## src/rtl/mips_ctrl_pkg.sv

```systemverilog
// Shared opcode/funct/ALU encodings and the control bundle carried down the
// pipeline by pipe_controller.
package mips_ctrl_pkg;

  localparam logic [5:0] OP_RTYPE = 6'b000000;
  localparam logic [5:0] OP_J     = 6'b000010;
  localparam logic [5:0] OP_BEQ   = 6'b000100;
  localparam logic [5:0] OP_BNE   = 6'b000101;
  localparam logic [5:0] OP_ADDI  = 6'b001000;
  localparam logic [5:0] OP_LW    = 6'b100011;
  localparam logic [5:0] OP_SW    = 6'b101011;

  localparam logic [5:0] FN_ADD = 6'b100000;
  localparam logic [5:0] FN_SUB = 6'b100010;
  localparam logic [5:0] FN_AND = 6'b100100;
  localparam logic [5:0] FN_OR  = 6'b100101;
  localparam logic [5:0] FN_SLT = 6'b101010;

  localparam int ALU_W = 3;
  localparam logic [ALU_W-1:0] ALU_AND = 3'b000;
  localparam logic [ALU_W-1:0] ALU_OR  = 3'b001;
  localparam logic [ALU_W-1:0] ALU_ADD = 3'b010;
  localparam logic [ALU_W-1:0] ALU_SUB = 3'b110;
  localparam logic [ALU_W-1:0] ALU_SLT = 3'b111;

  typedef struct packed {
    logic             regwrite;
    logic             memtoreg;
    logic             memwrite;
    logic             branch;
    logic             branchne;
    logic             alusrc;
    logic             regdst;
    logic [ALU_W-1:0] alu;
  } ctrl_t;

  localparam ctrl_t CTRL_BUBBLE = '0;

endpackage

```

## src/rtl/main_decoder.sv

```systemverilog
// Combinational decode-stage control decoder; anything unrecognised becomes a
// bubble and raises illegal.
module main_decoder
  import mips_ctrl_pkg::*;
#(
  parameter int EN_BNE  = 1,
  parameter int EN_JUMP = 1
) (
  input  logic [5:0] opcode,
  input  logic [5:0] funct,
  output ctrl_t      ctrl,
  output logic       jump,
  output logic       illegal
);

  always_comb begin
    ctrl    = CTRL_BUBBLE;
    jump    = 1'b0;
    illegal = 1'b0;
    case (opcode)
      OP_RTYPE: begin
        ctrl.regwrite = 1'b1;
        ctrl.regdst   = 1'b1;
        case (funct)
          FN_ADD:  ctrl.alu = ALU_ADD;
          FN_SUB:  ctrl.alu = ALU_SUB;
          FN_AND:  ctrl.alu = ALU_AND;
          FN_OR:   ctrl.alu = ALU_OR;
          FN_SLT:  ctrl.alu = ALU_SLT;
          default: begin
            ctrl    = CTRL_BUBBLE;
            illegal = 1'b1;
          end
        endcase
      end
      OP_LW: begin
        ctrl.regwrite = 1'b1;
        ctrl.memtoreg = 1'b1;
        ctrl.alusrc   = 1'b1;
        ctrl.alu      = ALU_ADD;
      end
      OP_SW: begin
        ctrl.memwrite = 1'b1;
        ctrl.alusrc   = 1'b1;
        ctrl.alu      = ALU_ADD;
      end
      OP_BEQ: begin
        ctrl.branch = 1'b1;
        ctrl.alu    = ALU_SUB;
      end
      OP_BNE: begin
        if (EN_BNE != 0) begin
          ctrl.branch   = 1'b1;
          ctrl.branchne = 1'b1;
          ctrl.alu      = ALU_SUB;
        end else begin
          illegal = 1'b1;
        end
      end
      OP_ADDI: begin
        ctrl.regwrite = 1'b1;
        ctrl.alusrc   = 1'b1;
        ctrl.alu      = ALU_ADD;
      end
      // A jump resolves in decode, so nothing follows it down the pipe.
      OP_J: begin
        if (EN_JUMP != 0) jump = 1'b1;
        else              illegal = 1'b1;
      end
      default: illegal = 1'b1;
    endcase
  end

endmodule

```

## src/rtl/pipe_controller.sv

```systemverilog
// Pipelined MIPS control path: D->E->M->WB control registers with stall
// bubbles, taken-branch squash of E and M, and a saturating bubble counter.
module pipe_controller
  import mips_ctrl_pkg::*;
#(
  parameter int ALUCTRL_W = 3,
  parameter int EN_BNE    = 1,
  parameter int EN_JUMP   = 1,
  parameter int CNT_W     = 16
) (
  input  logic                 CLK,
  input  logic                 RESET,
  input  logic [5:0]           opcode,
  input  logic [5:0]           funct,
  input  logic                 STALL,
  input  logic                 ZERO_M,
  output logic                 JUMP_D,
  output logic                 ILLEGAL_D,
  output logic                 REGWRITE_E,
  output logic                 MEMTOREG_E,
  output logic                 MEMWRITE_E,
  output logic                 BRANCH_E,
  output logic                 ALUSRC_E,
  output logic                 REGDST_E,
  output logic [ALUCTRL_W-1:0] ALUCONTROL_E,
  output logic                 REGWRITE_M,
  output logic                 MEMTOREG_M,
  output logic                 MEMWRITE_M,
  output logic                 BRANCH_M,
  output logic                 PCSRC_M,
  output logic                 REGWRITE_WB,
  output logic                 MEMTOREG_WB,
  output logic [CNT_W-1:0]     BUBBLE_CNT
);

  ctrl_t            ctrl_d;
  ctrl_t            ctrl_e;
  logic             regwrite_m, memtoreg_m, memwrite_m, branch_m, branchne_m;
  logic             regwrite_wb, memtoreg_wb;
  logic [CNT_W-1:0] bubble_cnt;
  logic             squash;
  logic             bubble_e;

  main_decoder #(.EN_BNE(EN_BNE), .EN_JUMP(EN_JUMP)) u_main_decoder (
    .opcode  (opcode),
    .funct   (funct),
    .ctrl    (ctrl_d),
    .jump    (JUMP_D),
    .illegal (ILLEGAL_D)
  );

  // bne reuses the beq datapath; branchne just inverts the zero sense.
  assign squash   = branch_m & (ZERO_M ^ branchne_m);
  assign bubble_e = STALL | squash;

  always_ff @(posedge CLK or negedge RESET) begin
    if (!RESET) begin
      ctrl_e      <= CTRL_BUBBLE;
      regwrite_m  <= 1'b0;
      memtoreg_m  <= 1'b0;
      memwrite_m  <= 1'b0;
      branch_m    <= 1'b0;
      branchne_m  <= 1'b0;
      regwrite_wb <= 1'b0;
      memtoreg_wb <= 1'b0;
      bubble_cnt  <= '0;
    end else begin
      ctrl_e <= bubble_e ? CTRL_BUBBLE : ctrl_d;
      if (squash) begin
        regwrite_m <= 1'b0;
        memtoreg_m <= 1'b0;
        memwrite_m <= 1'b0;
        branch_m   <= 1'b0;
        branchne_m <= 1'b0;
      end else begin
        regwrite_m <= ctrl_e.regwrite;
        memtoreg_m <= ctrl_e.memtoreg;
        memwrite_m <= ctrl_e.memwrite;
        branch_m   <= ctrl_e.branch;
        branchne_m <= ctrl_e.branchne;
      end
      regwrite_wb <= regwrite_m;
      memtoreg_wb <= memtoreg_m;
      if (bubble_e && (bubble_cnt != '1)) bubble_cnt <= bubble_cnt + CNT_W'(1);
    end
  end

  assign REGWRITE_E   = ctrl_e.regwrite;
  assign MEMTOREG_E   = ctrl_e.memtoreg;
  assign MEMWRITE_E   = ctrl_e.memwrite;
  assign BRANCH_E     = ctrl_e.branch;
  assign ALUSRC_E     = ctrl_e.alusrc;
  assign REGDST_E     = ctrl_e.regdst;
  assign ALUCONTROL_E = ALUCTRL_W'(ctrl_e.alu);
  assign REGWRITE_M   = regwrite_m;
  assign MEMTOREG_M   = memtoreg_m;
  assign MEMWRITE_M   = memwrite_m;
  assign BRANCH_M     = branch_m;
  assign PCSRC_M      = squash;
  assign REGWRITE_WB  = regwrite_wb;
  assign MEMTOREG_WB  = memtoreg_wb;
  assign BUBBLE_CNT   = bubble_cnt;

endmodule

```

## config.mk

```make
export PLATFORM = sky130hd
export DESIGN_NAME = pipe_controller
export DESIGN_NICKNAME = d
export VERILOG_FILES = /design/src/rtl/mips_ctrl_pkg.sv /design/src/rtl/main_decoder.sv /design/src/rtl/pipe_controller.sv
export SDC_FILE = /design/constraint.sdc
export NUM_CORES = 1
export LEC_CHECK = 0
export CORE_MARGIN = 2
export CORE_UTILIZATION = 45
export CTS_BUF_LIST = sky130_fd_sc_hd__clkbuf_2 sky130_fd_sc_hd__clkbuf_4 sky130_fd_sc_hd__clkbuf_8
export DETAILED_ROUTE_END_ITERATION = 8
export GPL_ROUTABILITY_DRIVEN = 1
export GPL_TIMING_DRIVEN = 0
export PLACE_DENSITY = 0.83
export SLEW_MARGIN = 20
export SYNTH_ARGS = -nofsm -noshare
export SYNTH_HDL_FRONTEND = slang
export SYNTH_SLANG_ARGS = --single-unit
```

## constraint.sdc

```tcl
create_clock -name CLK -period 3.84 [get_ports CLK]
set_input_delay 0.576 -clock CLK [delete_from_list [all_inputs] [get_ports CLK]]
set_output_delay 0.576 -clock CLK [all_outputs]
set_load 0.01 [all_outputs]
```

==> flow_summary.yaml, run 1 <==
status:
  outcome: "finished, final reports clean"
detailed_routing:
  wirelength_mm: 3.365
  drc: 0
  ant_nets: 0
  firstDrtPassIters: 4
  vias: 1281
  avgViaCountPerCell: 5.293
  drt_iter0_drc: 50
  routedWlPerCell_um: 13.90
timing:
  setup_viol: 0
  max_freq_mhz: 337.1
  finalWorstSetupSlack_ns: 0.8736
  worstMarginPinSlew_ns: 0.6958
  hold_violations: 0
  slew_violations: 0
  clock_skew_ns: 0.007204
  min_period_ns: 2.966
  slew_headroom_pct: 53.61
  rsz0062_at_grt: "no"
  tns_ns: 0
  fin_crit_sh_pct: 77.25
place:
  dpl.hpwl_mm: 2.515
  dp_slack_ns: 0.8858
  numPortBuffers: 49
  place.gp.congestion: 0.7790
synthesis:
  ys.warnings.count: 0
  synth_flop_cell: "dfrtp_1"
  synth_top_cell_by_area: "dfrtp_1"
  synth_top_area_share_pct: 53.40
  synthesis.nets: 156
  synth.area.top_cells: "dfrtp_1 53%, xor2_1 9.1%, nor3_1 2.9%"
  async_reset_ff_share_pct: 100.0
  seq_area_frac_synth_pct: 53.40
  synth-edff-count: 0
  syn_area_per_cell_um2: 11.13
  ys_ff_latch: 33
  netlist_instances: 139
  yosysUniqueCellTypes: 40
  syn_area_um2: 1546
grt:
  grt_start_max_net_pins: 34
  grt-ovfl-total: 0
  antenna_found_initial: 0
  grt_use_total_pct: 18.47
  grt_pass1_wl_mm: 5.768
  grt_pass1_vias: 1300
cells_and_area:
  nNetsFinal: 212
  drive_gt1_share_pct: 10.71
  diodes: 0
  largest_reg_flops: 16
  layout_commonest_cell: "clkdlybuf4s50_1"
  syn2layout_area_growth_pct: 39.64
  final_cell_mix: "48 x clkdlybuf4s50_1, 33 x dfrtp_1, 16 x xor2_1, 9 x nor3_1"
clocking:
  cts_made_buffers: 5
  ctsHoldBuffers: 0
  cts.reportedPaths.clkPinSlew_ns: 0.10
  cts.sinks: 33
  htreeDepth: 2
  clk_latency_ns: 0.33
  postCtsSetupBuffers: 0
  clock-root-buffer: "clkbuf_4"
  cts_tree: "built"
  cts_resized: 0
  ctsLongestPathBuffers: 2
floorplan:
  io_pins: 50
  rows: 21
  die_w_um: 62.62
  die_area_um2: 3921
  start_util_pct: 46.71
  die_y_um: 62.62
  core_area_um2: 3311
power_and_ir_drop:
  p_comb_share_pct: 28.0
  switching_share_pct: 32.28
  p_leak_nw: 0.9711
  intPower_uw: 675.6
  ir_worst_vdd_uv: 286.3
  powerDensity_nw_per_um2: 461.9
  p_seq_share_pct: 49.7
  switchingPower_uw: 322.0
  power.share.clock_pct: 22.3
critical_path:
  cp_data_required_time_ns: 3.26
  path_class: "in -> out"
  cp-start-kind: "primary input"
  cp.arrival_ns: 2.39
  crit_fanout: 5
  crit_path_end_kind: "output pin"
worst_hold_path:
  hp-class: "in -> async"
job:
  drv_cap: 0
## metal layers
layer | vias to the layer above | wire, µm | GRT usage (%)
li1 | 605 | - | -
met1 | 623 | 1340 | 20.93
met2 | 44 | 1772 | 32.80
met3 | 9 | 181 | 3.604
met4 | 0 | 69 | 9.722
met5 | - | 0 | 0
## power groups by stage
stage / clock, mW / combinational (mW) / sequential [mW]
2_1_floorplan: 0 / 0.0934 / 0.515
3_3_place_gp: 0 / 0.276 / 0.498
3_5_place_dp: 0 / 0.281 / 0.502
4_1_cts: 0.227 / 0.283 / 0.496
5_1_grt: 0.240 / 0.305 / 0.511
6_report: 0.222 / 0.279 / 0.496
## worst max-delay path: stages
cell and delay [ns]:
clkdlybuf4s50_1 0.54, nand3_1 0.18, or2_2 0.31, a21oi_1 0.22, nor2_1 0.07, clkdlybuf4s50_1 0.49
## synth_stat cells (2+ instances only)
cell	count
dfrtp_1	33
xor2_1	16
nor3_1	9
nand2_1	7
nand3_1	7
nor2_1	7
and2_1	6
and3_1	5
nand4_1	5
nor4_1	5
a21oi_1	3
buf_4	3
and4_1	2
inv_1	2
nor2b_1	2
nor3b_1	2
o21ai_0	2
## worst paths after layout
check / slack (ns) / start / cells past startpoint / end
setup / recovery: 0.87 / opcode[0] / 6 / ILLEGAL_D
hold / removal: 0.28 / RESET / 1 / MEMTOREG_E
setup reg to reg: 1.97 / BUBBLE_CNT[0] / 6 / BUBBLE_CNT[9]
hold reg to reg: 0.39 / REGWRITE_M / 0 / REGWRITE_WB
max in group asynchronous: 3.11 / RESET / 1 / REGWRITE_WB
min in group CLK: 0.39 / REGWRITE_M / 0 / REGWRITE_WB
## kinds of logic after synthesis
| kind of cell | after synthesis | share of synthesized area [%] |
|---|---|---|
| multiplexers | 2 | 1.375 |
| XOR/XNOR | 16 | 9.061 |
| AND/OR/NAND/NOR | 69 | 27.91 |
| adder cells (fa/ha/maj) | 1 | 0.8089 |
| AO/OA/AOI/OAI | 10 | 4.208 |
| buffers and inverters | 8 | 3.236 |
| flip-flops | 33 | 53.40 |
## area by class of cell
| class | instances | area [µm²] |
|---|---|---|
| Sequential cell | 33 | 825.8 |
| Clock buffer | 7 | 65.06 |
| Buffer | 6 | 42.54 |
| Timing Repair Buffer | 49 | 485.5 |
| Fill cell | 262 | 1151 |
| Clock inverter | 1 | 5.005 |
| Tap cell | 46 | 57.56 |
| Multi-Input combinational cell | 98 | 670.6 |
| Inverter | 2 | 7.507 |
## per-stage QoR
| step | util, % | power, mW | cell area [µm²] | std cells | hold slack [ns] |
|---|---|---|---|---|---|
| floorplan | - | 0.6080 | 1546 | 139 | 0.2804 |
| global placement | 63.27 | 0.7742 | 2095 | 234 | 0.3604 |
| detailed placement | 63.11 | 0.7834 | 2090 | 234 | 0.3712 |
| CTS | 65.23 | 1.006 | 2160 | 242 | 0.2934 |
| global route | 65.23 | 1.056 | 2160 | 242 | 0.3314 |
| finish | 65.23 | 0.9975 | 2160 | 242 | 0.2787 |
Power figures use the tool's default switching activity.
==> run 2: changes to the inputs <==
- CORE_UTILIZATION: 45 -> 43
- clock period: 3.84 -> 2.7 ns (I/O delays scaled with it)
==> flow_summary.yaml, run 2 (same netlist as run 1, synthesis figures left out) <==
critical_path:
  crit_fanout: 5
  crit_start: "opcode[1]"
  rr_endpoint: "BUBBLE_CNT[9]"
  crit_path_frequent_cell: "clkdlybuf4s50_1"
  cp.arrival_ns: 2.20
  path_cells: "clkdlybuf4s50_1 > nand3_1 > or2_2 > a21oi_1 > nor2_1 > clkdlybuf4s50_1"
  rrSetupSlack_ns: 0.85
  reg2regPathDepth: 6
  cp_slowest_stage_delay_ns: 0.55
  cp-start-kind: "primary input"
  cp_data_required_time_ns: 2.30
  crit_path_end_kind: "output pin"
  cp_slowest_cell: "clkdlybuf4s50_1"
  rr_startpoint: "BUBBLE_CNT[0]"
  endpoint: "ILLEGAL_D"
  path_class: "in -> out"
place:
  placed_area_um2: 2090
  place.gp.congestion: 0.8979
  numPortBuffers: 49
  dpl.hpwl_mm: 2.476
cells_and_area:
  fin_area_um2: 2160
  diodes: 0
  final_core_util_pct: 63.71
  syn2layout_area_growth_pct: 39.64
  nNetsFinal: 212
  drive_gt1_share_pct: 10.71
  nFillCells: 271
  register_area_um2: 825.8
  layout_commonest_cell: "clkdlybuf4s50_1"
  multi_input_area_um2: 670.6
  final_cell_mix: "48 x clkdlybuf4s50_1, 33 x dfrtp_1, 16 x xor2_1, 9 x nor3_1"
  largest_reg_flops: 16
timing:
  setup_viol: 0
  clock_skew_ns: 0.01157
  worstMarginPinSlew_ns: 0.6966
  tns_ns: 0
  slew_headroom_pct: 53.56
  rsz0062_at_grt: "no"
  min_period_ns: 2.604
  max_freq_mhz: 384.1
  slew_violations: 0
  fin_crit_sh_pct: 96.43
  hold_violations: 0
power_and_ir_drop:
  p_comb_share_pct: 28.3
  power.share.clock_pct: 22.1
  ir_worst_vdd_uv: 376.3
  powerDensity_nw_per_um2: 659.4
  switchingPower_uw: 462.3
  p_seq_share_pct: 49.6
  intPower_uw: 961.7
  p_leak_nw: 0.9711
  switching_share_pct: 32.46
clocking:
  cts_resized: 0
  ctsLongestPathBuffers: 2
  htreeDepth: 2
  clock-root-buffer: "clkbuf_4"
  postCtsSetupBuffers: 0
  ctsHoldBuffers: 0
  cts.sinks: 33
  clk_latency_ns: 0.34
  cts_tree: "built"
  cts_made_buffers: 5
  cts.reportedPaths.clkPinSlew_ns: 0.10
detailed_routing:
  avgViaCountPerCell: 5.260
  drc: 0
  wirelength_mm: 3.265
  drt_iter0_drc: 49
  firstDrtPassIters: 4
  vias: 1273
  ant_nets: 0
  routedWlPerCell_um: 13.49
grt:
  grt-ovfl-total: 0
  grt_start_max_net_pins: 34
  grt_use_total_pct: 18.07
  grt_pass1_vias: 1272
  grt_pass1_wl_mm: 5.678
  antenna_found_initial: 0
floorplan:
  die_y_um: 63.97
  rows: 21
  die_area_um2: 4092
  core_area_um2: 3390
  start_util_pct: 45.63
  io_pins: 50
  die_w_um: 63.97
status:
  outcome: "finished, final reports clean"
job:
  drv_cap: 0
worst_hold_path:
  hp-class: "in -> async"
==> run 2: cell counts in the layout (fill, tap and decap cells not counted) <==
Identical to the previous run, type by type.
==> run 2: critical path, delay by kind of cell <==
kind	cells	cell delay [ns]
simple gates	3	0.57
buf+inv	2	1.04
compound gates	1	0.18
==> run 2: final cells by class <==
type | instances | area share [%]
clock inverter | 1 | 0.2317
buffer | 6 | 1.970
sequential | 33 | 38.24
multi-input combinational | 98 | 31.05
timing repair buffer | 49 | 22.48
inverter | 2 | 0.3476
tap | 46 | 2.665
clock buffer | 7 | 3.013
==> run 2: power by group through the flow <==
| stage | logic (mW) | registers (mW) | clock network, mW |
|---|---|---|---|
| floorplan | 0.133 | 0.732 | 0 |
| global placement | 0.394 | 0.709 | 0 |
| global route | 0.438 | 0.727 | 0.341 |
| detailed placement | 0.407 | 0.715 | 0 |
| CTS | 0.409 | 0.706 | 0.324 |
| finish | 0.403 | 0.707 | 0.315 |
==> run 2: worst min-delay path by stage <==
stage / start / end / slack, ns
global placement: MEMTOREG_M / MEMTOREG_WB / 0.36
finish: RESET / BRANCH_E / 0.10
floorplan: RESET / ALUCONTROL_E[0] / 0.11
global route: RESET / MEMTOREG_E / 0.16
CTS: RESET / MEMTOREG_E / 0.12
detailed placement: REGWRITE_M / REGWRITE_WB / 0.38
==> run 2: per-layer routing <==
| layer | part of all wire (%) | track usage (%) |
|---|---|---|
| met5 | 0 | 0 |
| met4 | 1.9 | 10.60 |
| met3 | 6.8 | 5.282 |
| met2 | 48 | 28.78 |
| met1 | 43 | 21.64 |
==> run 2: per-stage QoR <==
stage                     cells  worst slack (ns)  power (mW)  hold WS [ns]
after floorplan             139             1.010      0.8647        0.1094
after global placement      234            0.1626       1.102        0.3608
after detailed placement    234            0.1046       1.122        0.3755
after CTS                   242           0.09889       1.438        0.1186
after global routing        242           0.03522       1.505        0.1579
final                       242           0.09633       1.424        0.1004
==> run 3: changes to the inputs <==
- CORE_UTILIZATION: 43 -> 45
- clock period: 2.7 -> 3 ns (I/O delays scaled with it)
==> results of run 3 <==
The final DEF is identical to that of run 1. Status: finished, final reports clean.
Main changes from that run: setup slack after placement 0.8858 ns -> 0.2978 ns; setup slack after layout 0.8736 ns -> 0.2856 ns; hold slack 0.2787 ns -> 0.1527 ns; register-to-register setup slack 1.97 ns -> 1.13 ns; total power 0.9975 mW -> 1.277 mW; worst IR drop on VDD 286.3 µV -> 366.4 µV
==> edit 1: new RTL, flow settings as in run 1 <==
Reset style: synchronous (`RESET`), changed in one clocked block.
--- a/src/rtl/pipe_controller.sv
+++ b/src/rtl/pipe_controller.sv
@@ -54,5 +54,5 @@
   assign bubble_e = STALL | squash;
 
-  always_ff @(posedge CLK or negedge RESET) begin
+  always_ff @(posedge CLK) begin
     if (!RESET) begin
       ctrl_e      <= CTRL_BUBBLE;
Formal check against the unedited RTL: differs if RESET is asserted again (counterexample within 4 cycles, from zero or initial values and one cycle with RESET low); with RESET held inactive, the same outputs for 10 cycles.
==> edit 1 against run 1 <==
  * Routed wire length is 6.7% higher
  * Sequential cell count unchanged
  * Cell area up 0.87%
  * First-iteration DRC count up 140%
  * Critical path type unchanged
  * Synthesized area increased by 1.9%
  * Setup slack got worse by 98 ps
  * Critical endpoint is now JUMP_D
Power is not compared: it rests on default switching activity, and its combinational part moved more than twofold at a synthesized area within 25%.
==> edit 1: results (changes against run 1) <==
status finished clean; Max FO, Critical Path 7 (+2); vias in the first global route 1371 (+5.5%); post-layout min period 3060 ps (+98.2 ps); YS warnings 0 (unchanged); Reg2Reg Launch Point BUBBLE_CNT[0]; first-pass GRT wire length 6010 µm (+4.2%); syn nets 189 (+21%); clk_lat worst skew 330 ps (about the same); via total after detailed routing 1539 (+20%); Setup WS pre-CTS 774 ps (-112 ps); worst r2r dst BUBBLE_CNT[2]; H-tree depth 2 (unchanged); sequential-to-total area share from yosys stat 41.9% (-11 points); Initial DRC Count 119 (+140%); FFs w/ async S/R, synth 0% (-100 points); Routability Congestion 0.865 (+11%); largest net degree at the start of global routing 11 (-68%); Worst Hold Class flip-flop to flip-flop; initial antenna violation count 0 (unchanged); setup repair bufs after CTS 0 (unchanged); final wirelength 3590 µm (+6.7%); main area contributors after synthesis dfxtp_1, and2_1, or4_1; Layout fillers 294 (+12%); Sw Ratio roughly a quarter; antenna cells 0 (unchanged); dominant synthesized flop cell dfxtp_1; Critical Path Sink JUMP_D; hold path start ctrl_e[5]; dpl cell area 2120 µm² (+1.6%); root buf cell clkbuf_4; peak supply drop around 0.16 mV; Nets 245 (+16%); FF-to-FF setup slack 1880 ps (-90 ps); layout cell share with drive strength beyond 1 9.17% (-1.5 points); CP arrival 2490 ps (+100 ps); TritonRoute pass-1 iters 4 (unchanged); clk buf depth 2 (unchanged); HPWL after DPL 2690 µm (+6.8%); worst clock skew 11.6 ps (+4.36 ps); total track usage 18.9% (+0.46 points); Worst Setup SP opcode[3]; Slew HR 49.1% (-4.5 points); Distinct cells, synth 42 (+5.0%); top post-synthesis cells by count dfxtp_1, nand2_1, a21oi_1, and2_1, or4_1; final hold slack 439 ps (+161 ps); IO Port Bufs 49 (unchanged); hold depth 1
## edit 1: cell count changes after synthesis, sizes merged, moves of 6 or more
cell,run 1,this run
a21oi,3,12
dfrtp,33,0
nor3,9,3
xor2,16,1
dfxtp,0,33
o31ai,0,7
nand2,7,14
or4,0,9
## edit 1: metrics by stage
stage	cells	util (%)
5_1_grt	275	65.3
4_1_cts	275	65.3
3_3_place_gp	267	63.6
3_5_place_dp	267	63.6
2_1_floorplan	172	-
6_report	275	65.3
## edit 1: critical path: stages
cell and delay [ps]:
clkdlybuf4s50_1 500, or4_1 580, nor2_1 160, and2_1 140, clkdlybuf4s50_1 530
## edit 1: power by group through the flow
stage          combinational [W]  sequential [W]  clock, W
3_3_place_gp           0.0000559        0.000355         0
4_1_cts                0.0000569        0.000347  0.000196
2_1_floorplan          0.0000233        0.000355         0
3_5_place_dp           0.0000566        0.000355         0
5_1_grt                0.0000623        0.000347  0.000215
6_report               0.0000566        0.000346  0.000190
## edit 1: final cells by class
type	instances	area, µm²	area share [%]
multi-input combinational	126	843	38.7
sequential	33	661	30.3
timing repair buffer	49	490	22.5
tap	46	57.6	2.64
buffer	9	56.3	2.58
clock buffer	6	45.0	2.07
inverter	4	15.0	0.689
clock inverter	2	10.0	0.460
## edit 1: kinds of logic after synthesis
family	after synthesis	share of synthesized area (%)
flip-flops	33	41.9
adder cells (fa/ha/maj)	1	0.794
XOR/XNOR	1	1.03
buffers and inverters	13	4.53
AO/OA/AOI/OAI	33	14.1
multiplexers	6	3.81
AND/OR/NAND/NOR	85	33.8
## edit 1: layer usage
metal	track usage (%)	vias up	wire, µm
met5	0	-	0
met4	6.39	0	44
met3	8.21	6	342
met2	32.8	62	1740
met1	20.5	713	1470
li1	-	758	-
==> edit 2: new RTL, flow settings as in run 1 <==
Made on the original files. `EN_JUMP` is set to 1 in 2 places; all go to 0.
--- a/src/rtl/main_decoder.sv
+++ b/src/rtl/main_decoder.sv
@@ -5,5 +5,5 @@
 #(
   parameter int EN_BNE  = 1,
-  parameter int EN_JUMP = 1
+  parameter int EN_JUMP = 0
 ) (
   input  logic [5:0] opcode,
--- a/src/rtl/pipe_controller.sv
+++ b/src/rtl/pipe_controller.sv
@@ -6,5 +6,5 @@
   parameter int ALUCTRL_W = 3,
   parameter int EN_BNE    = 1,
-  parameter int EN_JUMP   = 1,
+  parameter int EN_JUMP   = 0,
   parameter int CNT_W     = 16
 ) (
Behaviour: not the same (Yosys sat finds a counterexample within 4 cycles, from zero or initial values and one cycle with RESET low).
==> edit 2 against run 1 <==
  * Via count is 2.5% lower
  * Clock power is 44% higher
  * Sequential share of layout area is 0.37 points lower
  * Sequential cell count stayed put
  * Maximum frequency is 7.1% lower
  * Utilization is 0.64 points higher
  * Power is 1.1% higher
  * Routed wire length is 2.7% lower
  * Synthesized area hardly changed
  * Cell area is 0.98% higher
  * Count of clock-buffer cells in the layout is 2 lower
  * Setup slack worse by 230 ps
  * Sequential power is 8.9% lower
  * Combinational power is 15% lower
==> edit 2: results (changes against run 1) <==
wire length on met2 1600 µm (-9.6%); sequential-to-total area share from yosys stat 53.4% (about the same); layout cell share with drive strength beyond 1 11.4% (+0.68 points); peak supply drop 0.241 mV (-16%); grt ovf 0 (unchanged); clk_lat worst skew 330 ps (about the same); antenna cells 0 (unchanged); HPWL after DPL 2500 µm (-0.77%); first-pass GRT wire length 5550 µm (-3.7%); GR Util met2 28.5% (-4.3 points); comb_multi_in 97 (-1.0%); IO Port Bufs 48 (-2.0%); Worst-path clk slew ~110 ps; max reg flops 16 (unchanged); top post-synthesis cells by count dfrtp_1, xor2_1, nor3_1; met1 Use GR 23.2% (+2.3 points); dpl cells 231 (-1.3%); GR Util met3 5.59% (+2.0 points); Nets 209 (-1.4%); fraction of area in multi-input gates 31.0% (about the same); Non-clk bufs 53 (-3.6%); FFs w/ async S/R, synth 100% (unchanged); main area contributors after synthesis dfrtp_1, xor2_1, nor3_1; Non-clk invs 2 (unchanged); status finished clean; YS warnings 0 (unchanged); final wirelength 3270 µm (-2.7%); Leak 0.962 nW (-0.96%); Initial DRC Count 77 (+54%); post-cts resize count 0 (unchanged); Slew HR 52.2% (-1.4 points); Crit path max-delay family buffers and inverters; TritonRoute pass-1 iters 4 (unchanged); syn nets 154 (-1.3%); worst clock skew 10.8 ps (+3.61 ps); buffering overhead 23.4% (-1.0 points); Routability Congestion 0.871 (+12%); DR top layer met4; Largest stage delay, worst path 590 ps (+50 ps); Worst Hold Class input port to asynchronous set/reset pin; Layout fillers 265 (+1.1%); Distinct cells, synth 40 (unchanged); clock network contribution to total cell area 4.70% (+1.5 points); Layout Cells excl Fill 239 (-1.2%); total track usage 18.2% (-0.22 points); met1 wire length 1470 µm (+9.3%); clock buffer count 5 (-2); CP arrival 2620 ps (+230 ps); met3 WL 145 µm (-20%); register area 826 µm² (unchanged); Setup WS pre-CTS 666 ps (-220 ps); largest net degree at the start of global routing 34 (unchanged); vias in the first global route 1189 (-8.5%); Max FO, Critical Path 5 (unchanged); CP max stage cell or4b_1; vias per cell 5.23 (-1.3%); root buf cell clkbuf_4; Mean Syn Cell Area 11.3 µm² (+1.4%)
## edit 2: report_power, final
part | leakage (nW) | internal [W] | switching (W) | total (W)
clock network | 0.0552 | 0.000202 | 0.000119 | 0.000320
logic | 0.470 | 0.000140 | 0.0000955 | 0.000236
registers | 0.436 | 0.000392 | 0.0000601 | 0.000452
## edit 2: worst paths after layout
| path | startpoint | to | slack, ps | depth (start not counted) |
|---|---|---|---|---|
| min in group CLK | REGWRITE_M | REGWRITE_WB | 390 | 0 |
| max in group asynchronous | RESET | BUBBLE_CNT[0] | 3090 | 1 |
| min | RESET | ALUCONTROL_E[0] | 280 | 1 |
| max reg2reg | BUBBLE_CNT[0] | BUBBLE_CNT[1] | 1940 | 5 |
| max | opcode[0] | ILLEGAL_D | 650 | 6 |
| min reg2reg | REGWRITE_M | REGWRITE_WB | 390 | 0 |
## edit 2: metrics by stage
| step | instance area [µm²] | hold slack, ps | total power [W] |
|---|---|---|---|
| after floorplan | 1550 | 280 | 0.000553 |
| after global placement | 2080 | 359 | 0.000684 |
| after detailed placement | 2080 | 370 | 0.000697 |
| after CTS | 2180 | 295 | 0.00102 |
| after global routing | 2180 | 323 | 0.00106 |
| final | 2180 | 279 | 0.00101 |
## edit 2: logic make-up (layout without fill, tap and decap cells)
| group | after synthesis | count (layout) | synth area share [%] |
|---|---|---|---|
| compound gates | 12 | 12 | 5.59 |
| xor+xnor | 16 | 16 | 9.07 |
| fa+ha+maj | 1 | 1 | 0.810 |
| buf+inv | 7 | 63 | 2.75 |
| flops | 33 | 33 | 53.4 |
| mux | 2 | 2 | 1.70 |
| other cells | 1 | 1 | 0.243 |
| simple gates | 65 | 65 | 26.4 |
